**config.mk**
```make
export PLATFORM = sky130hd
export DESIGN_NAME = wb_queue_flat
export DESIGN_NICKNAME = d
export VERILOG_FILES = /design/src/rtl/wb_queue_if.sv /design/src/rtl/wb_queue.sv /design/src/flat_wrapper.sv
export SDC_FILE = /design/constraint.sdc
export NUM_CORES = 1
export LEC_CHECK = 0
export CAP_MARGIN = 20
export CORE_MARGIN = 3
export CORE_UTILIZATION = 40
export CTS_BUF_LIST = sky130_fd_sc_hd__clkbuf_2
export CTS_CLUSTER_DIAMETER = 30
export DETAILED_ROUTE_END_ITERATION = 12
export PLACE_DENSITY = 0.58
export SLEW_MARGIN = 10
export SYNTH_ARGS = -nofsm -noshare
export SYNTH_HDL_FRONTEND = slang
export SYNTH_HIERARCHICAL = 1
export SYNTH_SLANG_ARGS = --single-unit
```
**constraint.sdc**
```tcl
create_clock -name clk -period 4.8 [get_ports clk]
set_clock_uncertainty 0.1 [all_clocks]
set_input_delay 1.2 -clock clk [delete_from_list [all_inputs] [get_ports clk]]
set_output_delay 1.2 -clock clk [all_outputs]
set_load 0.005 [all_outputs]
```
**src/rtl/wb_queue_if.sv**
```systemverilog
// Write-back request channel between a producer and the write-back queue.
// The producer holds a request until in_ready is high.
interface wb_queue_if;
  logic        in_valid;
  logic        in_ready;
  logic [4:0]  in_reg;
  logic [31:0] in_data;

  modport master (output in_valid, in_reg, in_data, input in_ready);
  modport slave  (input in_valid, in_reg, in_data, output in_ready);
endinterface

```
**src/rtl/wb_queue.sv**
```systemverilog
// In-order write-back queue feeding the register-file write port, with
// youngest-match forwarding lookups for two source operands.

// One forwarding lookup port: scans pending entries oldest to youngest so the
// youngest match is the one left standing.
module wb_queue_lookup #(
  parameter int DEPTH = 4,
  parameter int AW    = 2
) (
  input  logic [DEPTH-1:0][4:0]  ent_reg,
  input  logic [DEPTH-1:0][31:0] ent_data,
  input  logic [AW-1:0]          head,
  input  logic [AW:0]            count,
  input  logic [4:0]             addr,
  output logic                   hit,
  output logic [31:0]            data
);
  always_comb begin
    hit  = 1'b0;
    data = '0;
    for (int i = 0; i < DEPTH; i++) begin
      if ((AW+1)'(i) < count && addr != 5'd0 &&
          ent_reg[head + AW'(i)] == addr) begin
        hit  = 1'b1;
        data = ent_data[head + AW'(i)];
      end
    end
  end
endmodule

module wb_queue #(
  parameter int DEPTH = 4
) (
  input  logic                     clk,
  input  logic                     reset,
  wb_queue_if.slave                req,
  input  logic                     drain_hold,
  output logic                     RegWrite,
  output logic [4:0]               writereg,
  output logic [31:0]              writedate,
  input  logic [4:0]               rs,
  input  logic [4:0]               rt,
  output logic                     hit1,
  output logic                     hit2,
  output logic [31:0]              fwd1,
  output logic [31:0]              fwd2,
  output logic [$clog2(DEPTH):0]   count
);
  localparam int AW = $clog2(DEPTH);
  localparam int NUM_LANES = 2;

  logic [DEPTH-1:0][4:0]  ent_reg;
  logic [DEPTH-1:0][31:0] ent_data;
  logic [AW-1:0]          head, tail;
  logic                   accept, push, drain;

  // Ready looks only at registered occupancy, never at this cycle's drain.
  assign req.in_ready = count < (AW+1)'(DEPTH);
  assign accept       = req.in_valid && req.in_ready;
  assign push         = accept && req.in_reg != 5'd0;
  assign RegWrite     = count != '0 && !drain_hold;
  assign drain        = RegWrite;

  always_ff @(posedge clk) begin
    if (reset) begin
      head  <= '0;
      tail  <= '0;
      count <= '0;
    end else begin
      if (push)  tail <= tail + AW'(1);
      if (drain) head <= head + AW'(1);
      count <= count + (AW+1)'(push) - (AW+1)'(drain);
    end
  end

  // Payload storage carries no reset; occupancy alone defines validity.
  always_ff @(posedge clk) begin
    if (push && !reset) begin
      ent_reg[tail]  <= req.in_reg;
      ent_data[tail] <= req.in_data;
    end
  end

  assign writereg  = (count != '0) ? ent_reg[head]  : 5'd0;
  assign writedate = (count != '0) ? ent_data[head] : 32'd0;

  logic [NUM_LANES-1:0][4:0]  lk_addr;
  logic [NUM_LANES-1:0]       lk_hit;
  logic [NUM_LANES-1:0][31:0] lk_data;

  assign lk_addr = {rt, rs};

  genvar g;
  generate
    for (g = 0; g < NUM_LANES; g++) begin : g_lane
      wb_queue_lookup #(.DEPTH(DEPTH), .AW(AW)) u_lookup (
        .ent_reg  (ent_reg),
        .ent_data (ent_data),
        .head     (head),
        .count    (count),
        .addr     (lk_addr[g]),
        .hit      (lk_hit[g]),
        .data     (lk_data[g])
      );
    end
  endgenerate

  assign hit1 = lk_hit[0];
  assign hit2 = lk_hit[1];
  assign fwd1 = lk_data[0];
  assign fwd2 = lk_data[1];
endmodule

```
**src/flat_wrapper.sv**
```systemverilog
// flat-port wrapper written by rule: the top's interface ports become plain ports
module wb_queue_flat 
#(
  parameter int DEPTH = 4
)
  (clk, reset, drain_hold, RegWrite, writereg, writedate, rs, rt, hit1, hit2, fwd1, fwd2, count, req_in_valid, req_in_reg, req_in_data, req_in_ready);
  wb_queue_if req_i ();
  input  logic clk;
  input  logic reset;
  input  logic drain_hold;
  output logic RegWrite;
  output logic [4:0] writereg;
  output logic [31:0] writedate;
  input  logic [4:0] rs;
  input  logic [4:0] rt;
  output logic hit1;
  output logic hit2;
  output logic [31:0] fwd1;
  output logic [31:0] fwd2;
  output logic [$clog2(DEPTH):0] count;
  input wire logic [$bits(req_i.in_valid)-1:0] req_in_valid;
  input wire logic [$bits(req_i.in_reg)-1:0] req_in_reg;
  input wire logic [$bits(req_i.in_data)-1:0] req_in_data;
  output wire logic [$bits(req_i.in_ready)-1:0] req_in_ready;
  assign req_i.in_valid = req_in_valid;
  assign req_i.in_reg = req_in_reg;
  assign req_i.in_data = req_in_data;
  assign req_in_ready = req_i.in_ready;
  wb_queue #(.DEPTH(DEPTH)) u_core (.clk(clk), .reset(reset), .req(req_i), .drain_hold(drain_hold), .RegWrite(RegWrite), .writereg(writereg), .writedate(writedate), .rs(rs), .rt(rt), .hit1(hit1), .hit2(hit2), .fwd1(fwd1), .fwd2(fwd2), .count(count));
endmodule
```
== After elaboration in Yosys (flattened, before gate mapping) ==
Index checks and enable logic that the tools add are counted.

* Bits in registers: 155
* Output and inout port bits: 108
* Input bits: 51

* $add $sub $neg: 6
* Reductions and logical operators: 27
* Order comparisons: 11
* Muxes and demuxes: 40
* Eq/ne operators: 8

{| class="wikitable"
|+ Operators by type and width
! operator !! number
|-
| 32-bit 2-to-1 mux || 14
|-
| 32-bit binary-select mux with 2-bit select || 4
|-
| 128-bit bitwise mux || 1
|-
| 32-bit demux with 2-bit select || 1
|-
| 5-bit binary-select mux with 2-bit select || 4
|-
| 5-bit == test || 8
|-
| 5-bit 2-to-1 mux || 6
|-
| 1-bit logical AND || 21
|-
| 20-bit bitwise mux || 1
|-
| 2-bit by 3-bit < comparator with 1-bit output (second input constant) || 5
|-
| 5-bit nonzero test || 3
|-
| 5-bit demux with 2-bit select || 1
|-
| 1-bit 2-to-1 mux || 8
|-
| 1-bit by 3-bit < comparator with 1-bit output (first input constant) || 2
|-
| 2-bit by 3-bit < comparator with 1-bit output (first input constant) || 2
|-
| 2-bit by 1-bit adder with 2-bit output (second input constant) || 2
|-
| 2-bit adder (second input constant) || 2
|-
| 3-bit by 1-bit adder with 3-bit output || 1
|-
| 3-bit < comparator (second input constant) || 1
|-
| 3-bit nonzero test || 1
|-
| 3-bit by 1-bit subtractor with 3-bit output || 1
|-
| 2-bit by 1-bit greater-or-equal comparator with 1-bit output (second input constant) || 1
|-
| 1-bit zero test || 2
|}

== Longest topological paths before layout ==
Gate-level depths: netlist (run 1).

* Depth after elaboration: 8
* Gate-level depth with buffers: 12
* Mapped depth without buffers: 8

== Cells and area by module ==
Netlist (run 1), hierarchy kept.

{| class="wikitable"
|+ By module, submodules not included
! module !! times used !! cells an instance !! area an instance (sq um)
|-
| wb_queue_lookup || 2 || 510 || 4420.5
|-
| wb_queue || 1 || 288 || 6080.8
|}

== Worst setup path before layout (run 1) ==
Ideal clock, no wire load.

* Kind: in2reg
* Start point: input port req_in_valid
* End point: register u_core/ent_data[0] (netlist name) (enable)
* Slack: -0.083 ns
* Cell stages on the path: 3
* Arrival: 4.299 ns
* Required time: 4.215 ns
* Path buffers: 0
* Cell sequence: nor2b_1 o21ai_2 nor3b_1

* Longest elaborated chain between the ends: 3

{| class="wikitable"
|+ Ends and longest elaborated chain
! element !! line !! text
|-
| from (decl) || flat_wrapper.sv:21 || <nowiki>input wire logic [$bits(req_i.in_valid)-1:0] req_in_valid;</nowiki>
|-
| 1-bit logical AND || wb_queue.sv:59 || <nowiki>assign accept = req.in_valid && req.in_ready;</nowiki>
|-
| 1-bit logical AND || wb_queue.sv:60 || <nowiki>assign push = accept && req.in_reg != 5'd0;</nowiki>
|-
| 1-bit logical AND || wb_queue.sv:78 || <nowiki>if (push && !reset) begin</nowiki>
|-
| to (signal, indexed assignment) || wb_queue.sv:80 || <nowiki>ent_data[tail] <= req.in_data;</nowiki>
|-
| to (decl) || wb_queue.sv:53 || <nowiki>logic [DEPTH-1:0][31:0] ent_data;</nowiki>
|}

No other way between the ends.
A chain may end at the register's enable or synchronous reset.

== Final worst setup path (run 1) ==
* Start point: register u_core.head[1]
* End point: output port fwd2[23]

* Longest elaborated chain between the ends: 8

{| class="wikitable"
|+ Ends and longest elaborated chain
! element !! line !! text
|-
| from (decl) || wb_queue.sv:54 || <nowiki>logic [AW-1:0] head, tail;</nowiki>
|-
| from (signal assigned) || wb_queue.sv:71 || <nowiki>if (drain) head <= head + AW'(1);</nowiki>
|-
| 2-bit by 1-bit adder with 2-bit output or 5-bit binary-select mux with 2-bit select (tied branches) || wb_queue.sv:23, wb_queue.sv:25 ||
|-
| 5-bit binary-select mux with 2-bit select or 5-bit 2-to-1 mux (tied branches) || wb_queue.sv:23 || <nowiki>ent_reg[head + AW'(i)] == addr) begin</nowiki>
|-
| 5-bit 2-to-1 mux (not written as such) or 5-bit == test (tied branches) || wb_queue.sv:23 ||
|-
| 5-bit == test or 1-bit logical AND (tied branches) || wb_queue.sv:23, wb_queue.sv:22 ||
|-
| 1-bit logical AND or 32-bit 2-to-1 mux (tied branches) || wb_queue.sv:22 || <nowiki>if ((AW+1)'(i) < count && addr != 5'd0 &&</nowiki>
|-
| 32-bit 2-to-1 mux (2 in a row) || wb_queue.sv:22 ||
|-
| 32-bit 2-to-1 mux * || wb_queue.sv:22 ||
|-
| to (decl) || flat_wrapper.sv:19 || <nowiki>output logic [31:0] fwd2;</nowiki>
|}

Mark *: on every way between the ends. The rest lies on a longest branch, timed or not. The select of a mux whose other input is x is not followed.

==> qor.txt, run 1 <==
Final Hold Viols -> 0
Final WS setup -> -0.319 ns
Post-synthesis mux area share -> 36.7%
Area Overhead vs Synth -> 39.6%
P_int -> 0.00431 W
NetSw -> 0.00288 W
Syn Inst Count -> 1308
Residual DRC -> 0
Worst R2R Setup Slack -> 2.43 ns
Crit path capture type -> output port
Drt total wl -> 53700 µm
Post-DR wirelength/cell -> 26.0 µm
Minimum clock period -> 5.12 ns
Core area -> 0.0367 mm²
Final Cell Area -> 0.0208 mm²
Startpoint types -> register
Hold WC Path Type -> register to register
RSZ-0062 raised after global routing -> yes
Clk root buf -> clkbuf_2
Setup Viol. Count Final -> 64
Seq/Total Area, Yosys -> 30.7%
Cell Pwr Density -> 345 mW/mm²
Htree depth -> 4
DR vias/cell -> 6.36
Worst slack, placed -> -0.727 ns
Post-synth net total -> 1366
Clock group share of total power -> 10.5%
Reg2reg end -> u_core/count[1]
Hold Path Depth -> 2
Grt peak-use layer -> met2
Avg Inst Size Synth -> 11.4 µm²
Post-synth ARST share -> 0%
Top FF cell, synth -> edfxtp_1
GPL Wtd Cong -> 0.849
Grt met2 use -> 40.7%
Critical Path Sink -> fwd2[23]
Initial antenna violation count -> 3
Critical Path Fanout Max -> 7
Max_cap viols -> 0
Switching share of power -> 40.0%
Hold_buf cts -> 0
GR Overflow Total -> 0
Post-DP Area -> 0.0176 mm²
First-pass GRT wire length -> 76400 µm
Site Rows -> 70
TritonCTS clock tree -> done
CP startpoint -> u_core/head[1]
Die Wd -> 199 µm
Flip-flop count of the largest register after layout -> 128
Final Util -> 56.8%
Yosys reg bits -> 155
Tot Pwr -> 0.00719 W
Num Clock Sinks -> 155
Worst Tran Pin Value -> 0.729 ns
RR Startpoint -> u_core/count[2]
Overall Global Routing Usage -> 25.1%
Final Cycle Share -> 107%
Area of the multi-input gates -> 0.0110 mm²
Via count -> 13100
F_max -> 0.195 GHz
Seq. cell area -> 0.00459 mm²
Final ANT Viol Nets -> 0
Gate power share -> 66.3%
Simple-gate portion of the synthesized area -> 5.59%
Met3 GRT Util -> 2.97%
Worst hold slack -> 0.550 ns
Clk slew on worst S/H paths -> 0.25 ns
Largest net degree at the start of global routing -> 73
DP HPWL -> 30800 µm
Largest family of logic cells by synthesized area -> multiplexers
Netlist cell types -> 53
Starting Density -> 40.7%
WS Path Type -> register to output port
R2R cell count -> 7
Layout cells sized above 1 -> 49.4%
DRT iter0 DRCs -> 1018
Synth Area in Adders -> 0.637%
WP data arrival -> 3.82 ns
Max Transition Viols Final -> 0
Worst relative slew slack -> 51.4%
GR met1 Demand/Resource -> 35.1%
Violated checks -> setup timing
Final nets -> 1638
Post-synth EDFFs -> 148
Die Y -> 199 µm
Die ar. -> 0.0397 mm²
I/O Buffers -> 158
Required time of the worst setup path -> 3.50 ns
Sequential share of power -> 23.2%
Cts bufs inserted -> 17
Leakage -> 7.05 nW
Clk buf depth -> 2
Status -> complete, but fails checks
I/O pins -> 159
Yosys warnings -> 6
Vias in the first global route -> 12700
Synth Area in Compound Gates -> 18.3%
DRT Pass-1 Iters -> 5
Mapped cell area -> 0.0149 mm²
Fill cells -> 3022
Clock Latency Late Sink -> 0.84 ns
Xor and xnor area share after synthesis -> 3.07%
VDD IR-drop max -> 154 µV
logic make-up after synthesis:
family,Yosys count
muxes,456
AOI/OAI and AO/OA,353
DFF,155
buffers and inverters,148
and+or+nand+nor,141
xor gates and xnor gates,48
adders and majority gates,7
through the flow:
step	setup TNS, ns	std cells
final	-14.63	2063
after global placement	-40.29	1913
after global routing	-27.12	2063
after floorplan	-12.35	1308
after detailed placement	-41.01	1913
after CTS	-19.20	2019
what timing repair did:
item	4_1_cts	5_1_grt
gates cloned	19	13
hold endpoints to repair	0	0
pin swaps	69	86
endpoints found under the setup margin	94	78
buffers inserted	58	41
gates resized for setup	469	182
Yosys cell counts, types with 16 or more instances:
library cell	n	area (µm²)
buf_6	20	225
a221o_1	82	821
nor2_1	23	86.3
o21ai_0	43	215
clkbuf_1	82	308
mux2i_1	210	2100
buf_2	18	90.1
nor2b_1	38	238
edfxtp_1	148	4440
xnor2_1	32	280
a41o_1	16	160
mux2_2	193	2170
a21oi_1	77	385
a2bb2oi_1	16	140
mux4_2	53	1190
or2_2	33	206
a22oi_1	28	210
o2bb2ai_1	62	543
per-layer routing:
metal / vias up / wire [µm]
met4: 0 / 1390
met2: 514 / 25700
met3: 76 / 2880
li1: 5860 / -
met5: - / 0
met1: 6671 / 23700
power by group through the flow:
stage          Sequential [W]  Clock, W  Combinational (W)
2_1_floorplan         0.00167         0            0.00236
3_3_place_gp          0.00172         0            0.00378
3_5_place_dp          0.00172         0            0.00379
4_1_cts               0.00167  0.000787            0.00422
5_1_grt               0.00168  0.000838            0.00504
6_report              0.00167  0.000754            0.00477
cell usage in the layout, fill, tap and decap left out, types with 39 or more instances in the layout:
| cell | Yosys | final |
|---|---|---|
| buf_4 | 7 | 97 |
| buf_12 | 0 | 39 |
| buf_2 | 18 | 58 |
| mux4_2 | 53 | 53 |
| clkdlybuf4s50_1 | 0 | 87 |
| mux2_2 | 193 | 183 |
| mux2i_1 | 210 | 196 |
| edfxtp_1 | 148 | 148 |
| a221o_1 | 82 | 82 |
| buf_6 | 20 | 56 |
| a21oi_1 | 77 | 67 |
critical path, stage by stage, from the launching register on:
cell,delay [ns]
dfxtp_4,0.45
buf_12,0.12
buf_6,0.09
mux4_2,0.52
xnor2_2,0.19
nand2_2,0.08
nor4_4,0.30
buf_6,0.17
nor2_4,0.05
buf_12,0.15
buf_12,0.14
buf_16,0.13
a221o_1,0.35
o2bb2ai_2,0.13
clkbuf_2,0.11
area by class of cell:
class / count / share of cell area, %
multi-input cells: 1006 / 52.8
well taps: 468 / 2.81
clock buffers: 18 / 0.432
diodes: 2 / 0.0240
clock inverters: 14 / 0.697
flip-flops and latches: 155 / 22.0
inverters: 13 / 0.246
repair buffers: 387 / 20.9
how the worst min path moves through the flow:
stage                         from              to
finish              u_core/tail[1]  u_core/tail[1]
floorplan           u_core/tail[1]  u_core/tail[1]
detailed placement  u_core/tail[0]  u_core/tail[0]
CTS                 u_core/tail[0]  u_core/tail[0]
global route        u_core/tail[1]  u_core/tail[1]
global placement    u_core/tail[1]  u_core/tail[1]
Power figures use the tool's default switching activity.
==> run 2, diff against run 1 <==
- PLACE_DENSITY: 0.58 -> 0.59
- SYNTH_HIERARCHICAL: 1 -> not set
==> qor.txt, run 2 <==
Status -> complete, but fails checks
Violated checks -> setup timing
DRT iter0 DRCs -> 1229
Area leader, netlist -> edfxtp_1
Final WS setup -> -0.343 ns
CP startpoint -> u_core.head[0]
Critical Path Fanout Max -> 7
Max Transition Viols Final -> 0
Mapped cell area -> 0.0127 mm²
Seq/Total Area, Yosys -> 36.2%
Yosys warnings -> 0
Starting Density -> 41.0%
Top FF cell, synth -> edfxtp_1
Final Cycle Share -> 107%
WP data arrival -> 3.84 ns
Cts bufs inserted -> 17
Critical Path Sink -> fwd1[18]
Layout cells sized above 1 -> 32.0%
Tot Pwr -> 0.00645 W
I/O pins -> 159
Clk root buf -> clkbuf_2
Worst relative slew slack -> 33.5%
Grt met2 use -> 42.3%
Area Overhead vs Synth -> 42.5%
Worst slack, placed -> -0.609 ns
Overall Global Routing Usage -> 25.9%
Minimum clock period -> 5.14 ns
Num Clock Sinks -> 155
Crit path capture type -> output port
Htree depth -> 4
Clk slew on worst S/H paths -> 0.25 ns
Top post-synthesis cells by area -> edfxtp_1 (35%), mux2i_1 (9.5%), nor2_1 (6.4%)
Post-synth net total -> 1440
Die Y -> 184 µm
Netlist cell types -> 56
Required time of the worst setup path -> 3.50 ns
First-pass GRT wire length -> 68500 µm
Post-DR wirelength/cell -> 23.4 µm
Final Hold Viols -> 0
Setup_tns -> -13.47 ns
Hold WC Path Type -> register to register
Drt total wl -> 47500 µm
Commonest non-fill, non-tap cells in the layout -> nor2_1 (215), edfxtp_1 (148), mux2i_1 (119)
Cell Pwr Density -> 357 mW/mm²
Hold_buf cts -> 0
Synth cell count leaders -> nor2_1 (216), edfxtp_1 (148), mux2i_1 (120), clkbuf_1 (74), nand2_1 (73)
Setup Viol. Count Final -> 63
Reg2reg end -> u_core.count[2]
Via count -> 12600
Clock Latency Late Sink -> 0.75 ns
Clk buf depth -> 2
Non-Filler Instances -> 2030
GR Overflow Total -> 0
R2R cell count -> 10
RSZ-0062 raised after global routing -> yes
Top cell type's share of synthesized area -> 35.0%
I/O Buffers -> 158
Die Wd -> 184 µm
RR Startpoint -> u_core.count[2]
Final Util -> 58.5%
Syn Inst Count -> 1380
Met3 GRT Util -> 4.14%
Worst R2R Setup Slack -> 2.12 ns
Startpoint types -> register
Leakage -> 6.44 nW
Post-synth EDFFs -> 148
F_max -> 0.194 GHz
DP HPWL -> 27500 µm
Vias in the first global route -> 12100
Flip-flop count of the largest register after layout -> 128
Final nets -> 1680
GR met1 Demand/Resource -> 35.1%
Yosys reg bits -> 155
Fill cells -> 2594
Initial antenna violation count -> 1
Final ANT Viol Nets -> 0
WS Path Type -> register to output port
GPL Wtd Cong -> 0.931
Most frequent cell after synthesis -> nor2_1
DR vias/cell -> 6.22
Commonest non-fill, non-tap cell in the layout -> nor2_1
DRT Pass-1 Iters -> 5
VDD IR-drop max -> 577 µV
Worst Tran Pin Value -> 0.997 ns
Die ar. -> 0.0339 mm²
Avg Inst Size Synth -> 9.19 µm²
Post-synth ARST share -> 0%
Site Rows -> 64
Max_cap viols -> 0
Largest net degree at the start of global routing -> 80
Placed Cells incl. Taps -> 1910
Grt peak-use layer -> met2
Residual DRC -> 0
TritonCTS clock tree -> done
Core area -> 0.0309 mm²
[run 2: cell types whose count changed in the layout (fill, tap and decap cells not counted), sizes merged, moves of 32 or more]
| cell | before | now |
|---|---|---|
| or2 | 34 | 2 |
| mux2i | 210 | 120 |
| inv | 16 | 68 |
| o31ai | 0 | 56 |
| nor2 | 23 | 218 |
| a221o | 82 | 0 |
| o2bb2ai | 62 | 2 |
| nand2 | 8 | 73 |
| mux2 | 193 | 39 |
[run 2: cell type report]
class / instances / area (µm²) / area share, %
Clock inverter: 13 / 170 / 0.941
Timing Repair Buffer: 352 / 3850 / 21.3
Tap cell: 396 / 495 / 2.74
Sequential cell: 155 / 4590 / 25.4
Clock buffer: 19 / 95.1 / 0.526
Inverter: 67 / 259 / 1.43
Multi-Input combinational cell: 1027 / 8610 / 47.6
Antenna cell: 1 / 2.50 / 0.0138
[run 2: per-stage QoR]
stage | cell area, µm² | hold WS (ns)
3_5_place_dp | 15400 | 0.397
4_1_cts | 17000 | 0.424
6_report | 18100 | 0.420
2_1_floorplan | 12700 | 0.363
3_3_place_gp | 15400 | 0.385
5_1_grt | 18100 | 0.457
[run 2: logic make-up (layout without fill, tap and decap cells)]
group | count (synthesis) | after routing | synth area share (%)
DFF | 155 | 155 | 36.2
and+or+nand+nor | 420 | 420 | 15.0
other | 0 | 1 | 0
adders and majority gates | 9 | 9 | 0.947
buffers and inverters | 198 | 451 | 6.88
AOI/OAI and AO/OA | 373 | 373 | 20.6
muxes | 183 | 183 | 17.5
xor gates and xnor gates | 42 | 42 | 2.90
[run 2: worst min-delay path by stage]
| stage | startpoint | to | depth (start not counted) |
|---|---|---|---|
| 2_1_floorplan | u_core.tail[1] | u_core.tail[1] | 2 |
| 3_3_place_gp | u_core.tail[1] | u_core.tail[1] | 2 |
| 3_5_place_dp | u_core.tail[1] | u_core.tail[1] | 2 |
| 4_1_cts | u_core.tail[1] | u_core.tail[1] | 2 |
| 5_1_grt | u_core.tail[1] | u_core.tail[1] | 2 |
| 6_report | u_core.tail[1] | u_core.tail[1] | 2 |
[run 2: critical path, cell delays in order, from the launching register on]
cell and delay, ns:
dfxtp_4 0.47, buf_4 0.13, mux4_2 0.53, xnor2_2 0.17, nand4_1 0.15, nor4b_4 0.29, buf_6 0.17, buf_16 0.12
buf_6 0.10, buf_6 0.09, o21ai_4 0.13, buf_12 0.20, o31ai_1 0.29, buf_4 0.17, buf_6 0.08
[run 2: routing by layer]
layer  up-vias  part of all wire [%]
met4         0                   2.5
met5         -                     0
met1      6180                    42
met3       114                   7.7
met2       667                    48
li1       5661                     -
[run 2: timing repair]
item / CTS / global route
pin swaps: 104 / 75
resized for setup: 426 / 141
gates cloned: 11 / 10
buffers inserted: 64 / 24
setup endpoints to repair: 75 / 79
[run 2: where the power goes]
group	switching [W]	internal (W)
sequential	0.0000737	0.00157
clock	0.000522	0.000298
combinational	0.00214	0.00185
==> run 3, diff against run 2 <==
- GPL_TIMING_DRIVEN: not set -> 0
- TNS_END_PERCENT: not set -> 20
==> qor.txt, run 3 (synthesized netlist as in run 2, its figures left out) <==
Commonest non-fill, non-tap cell in the layout -> nor2_1
Core area -> 0.0309 mm²
R2R cell count -> 9
CP startpoint -> u_core.head[0]
Final ANT Viol Nets -> 0
Violated checks -> setup timing
VDD IR-drop max -> 308 µV
Non-Filler Instances -> 2013
Starting Density -> 41.0%
Drt total wl -> 53000 µm
Site Rows -> 64
Layout cells sized above 1 -> 29.3%
RR Startpoint -> u_core.head[0]
WS Path Type -> register to output port
Area Overhead vs Synth -> 32.9%
RSZ-0062 raised after global routing -> yes
Worst R2R Setup Slack -> 2.44 ns
DP HPWL -> 35400 µm
Final Cycle Share -> 109%
Final nets -> 1663
F_max -> 0.191 GHz
WP data arrival -> 3.95 ns
Leakage -> 5.98 nW
I/O Buffers -> 148
Minimum clock period -> 5.25 ns
Htree depth -> 4
Required time of the worst setup path -> 3.50 ns
Seq. cell area -> 0.00459 mm²
Num Clock Sinks -> 155
Worst relative slew slack -> 47.5%
Fill cells -> 2744
Area of the multi-input gates -> 0.00813 mm²
Post-DR wirelength/cell -> 26.3 µm
First-pass GRT wire length -> 77300 µm
Commonest non-fill, non-tap cells in the layout -> nor2_1 (211), edfxtp_1 (148), mux2i_1 (112)
Max Transition Viols Final -> 0
Critical Path Sink -> fwd2[11]
Largest net degree at the start of global routing -> 21
Critical Path Fanout Max -> 10
Crit path capture type -> output port
Max_cap viols -> 0
Setup_tns -> -20.00 ns
Post-DP Area -> 0.0147 mm²
Startpoint types -> register
Cell Pwr Density -> 381 mW/mm²
DRT Pass-1 Iters -> 6
Clk slew on worst S/H paths -> 0.23 ns
Placed Cells incl. Taps -> 1928
Die Y -> 184 µm
Vias in the first global route -> 12700
Cts bufs inserted -> 17
Worst slack, placed -> -0.813 ns
Die Wd -> 184 µm
GR Overflow Total -> 0
Setup Viol. Count Final -> 68
GPL Wtd Cong -> 0.944
Final Util -> 54.5%
Status -> complete, but fails checks
Initial antenna violation count -> 3
Final Cell Area -> 0.0168 mm²
Hold WC Path Type -> register to register
TritonCTS clock tree -> done
Residual DRC -> 0
Clock Latency Late Sink -> 0.81 ns
Final Hold Viols -> 0
Overall Global Routing Usage -> 30.2%
Final WS setup -> -0.447 ns
Flip-flop count of the largest register after layout -> 128
I/O pins -> 159
Die ar. -> 0.0339 mm²
Reg2reg end -> u_core.head[1]
Via count -> 13000
Worst Tran Pin Value -> 0.787 ns
Clk root buf -> clkbuf_2
DR vias/cell -> 6.44
Clk buf depth -> 2
DRT iter0 DRCs -> 1803
## run 3: changes by cell type in the layout (fill, tap and decap cells not counted), sizes merged
cell and change:
clkbuf +65, clkdlybuf4s15 +6, buf -89, clkdlybuf4s50 -9, dlygate4sd2 +12, bufinv -1, clkinvlp +1, bufbuf -1
clkinv -1
## run 3: worst min path at each step
stage               slack (ns)  cells after the start      startpoint             end
floorplan                 0.36                      2  u_core.tail[1]  u_core.tail[1]
global placement          0.39                      2  u_core.tail[1]  u_core.tail[1]
detailed placement        0.40                      2  u_core.tail[1]  u_core.tail[1]
CTS                       0.42                      2  u_core.tail[1]  u_core.tail[1]
global route              0.45                      2  u_core.tail[1]  u_core.tail[1]
finish                    0.42                      2  u_core.tail[1]  u_core.tail[1]
## run 3: worst max-delay path: stages, from the launching register on
cell           delay (ns)
dfxtp_2              0.40
buf_12               0.13
mux4_2               0.55
buf_4                0.17
xor2_2               0.15
nor3_4               0.26
buf_6                0.15
nand3_4              0.15
clkbuf_8             0.22
o221a_2              0.26
o2111ai_1            0.26
a31oi_1              0.15
dlygate4sd2_1        0.29
## run 3: routing by layer
layer,routed length (µm),track usage (%)
met1,20800,40.0
met2,24400,47.5
met3,5610,6.55
met4,2220,13.9
met5,22,0
## run 3: per-stage QoR
step	hold slack, ns	power [W]
floorplan	0.363	0.00359
global placement	0.388	0.00498
detailed placement	0.395	0.00501
CTS	0.420	0.00618
global route	0.449	0.00667
finish	0.419	0.00642
## run 3: area by class of cell
class / instances / share of cell area, %
Timing Repair Buffer: 205 / 11.5
Multi-Input combinational cell: 1027 / 48.3
Inverter: 67 / 1.52
Antenna cell: 1 / 0.0149
Clock inverter: 12 / 0.839
Buffer: 130 / 7.10
Clock buffer: 20 / 0.594
Tap cell: 396 / 2.94
Sequential cell: 155 / 27.2
## run 3: repair_timing
item	CTS	global route
setup buffers	41	9
cloned	8	1
gates resized for setup	523	94
pin swaps	82	41
endpoints found under the setup margin	96	94
hold buffers	0	0
## run 3: power breakdown
part / internal, W / leakage (nW) / total (W) / switching, W
Combinational: 0.00171 / 4.45 / 0.00398 / 0.00228
Sequential: 0.00157 / 1.40 / 0.00164 / 0.0000687
Clock: 0.000250 / 0.133 / 0.000800 / 0.000550
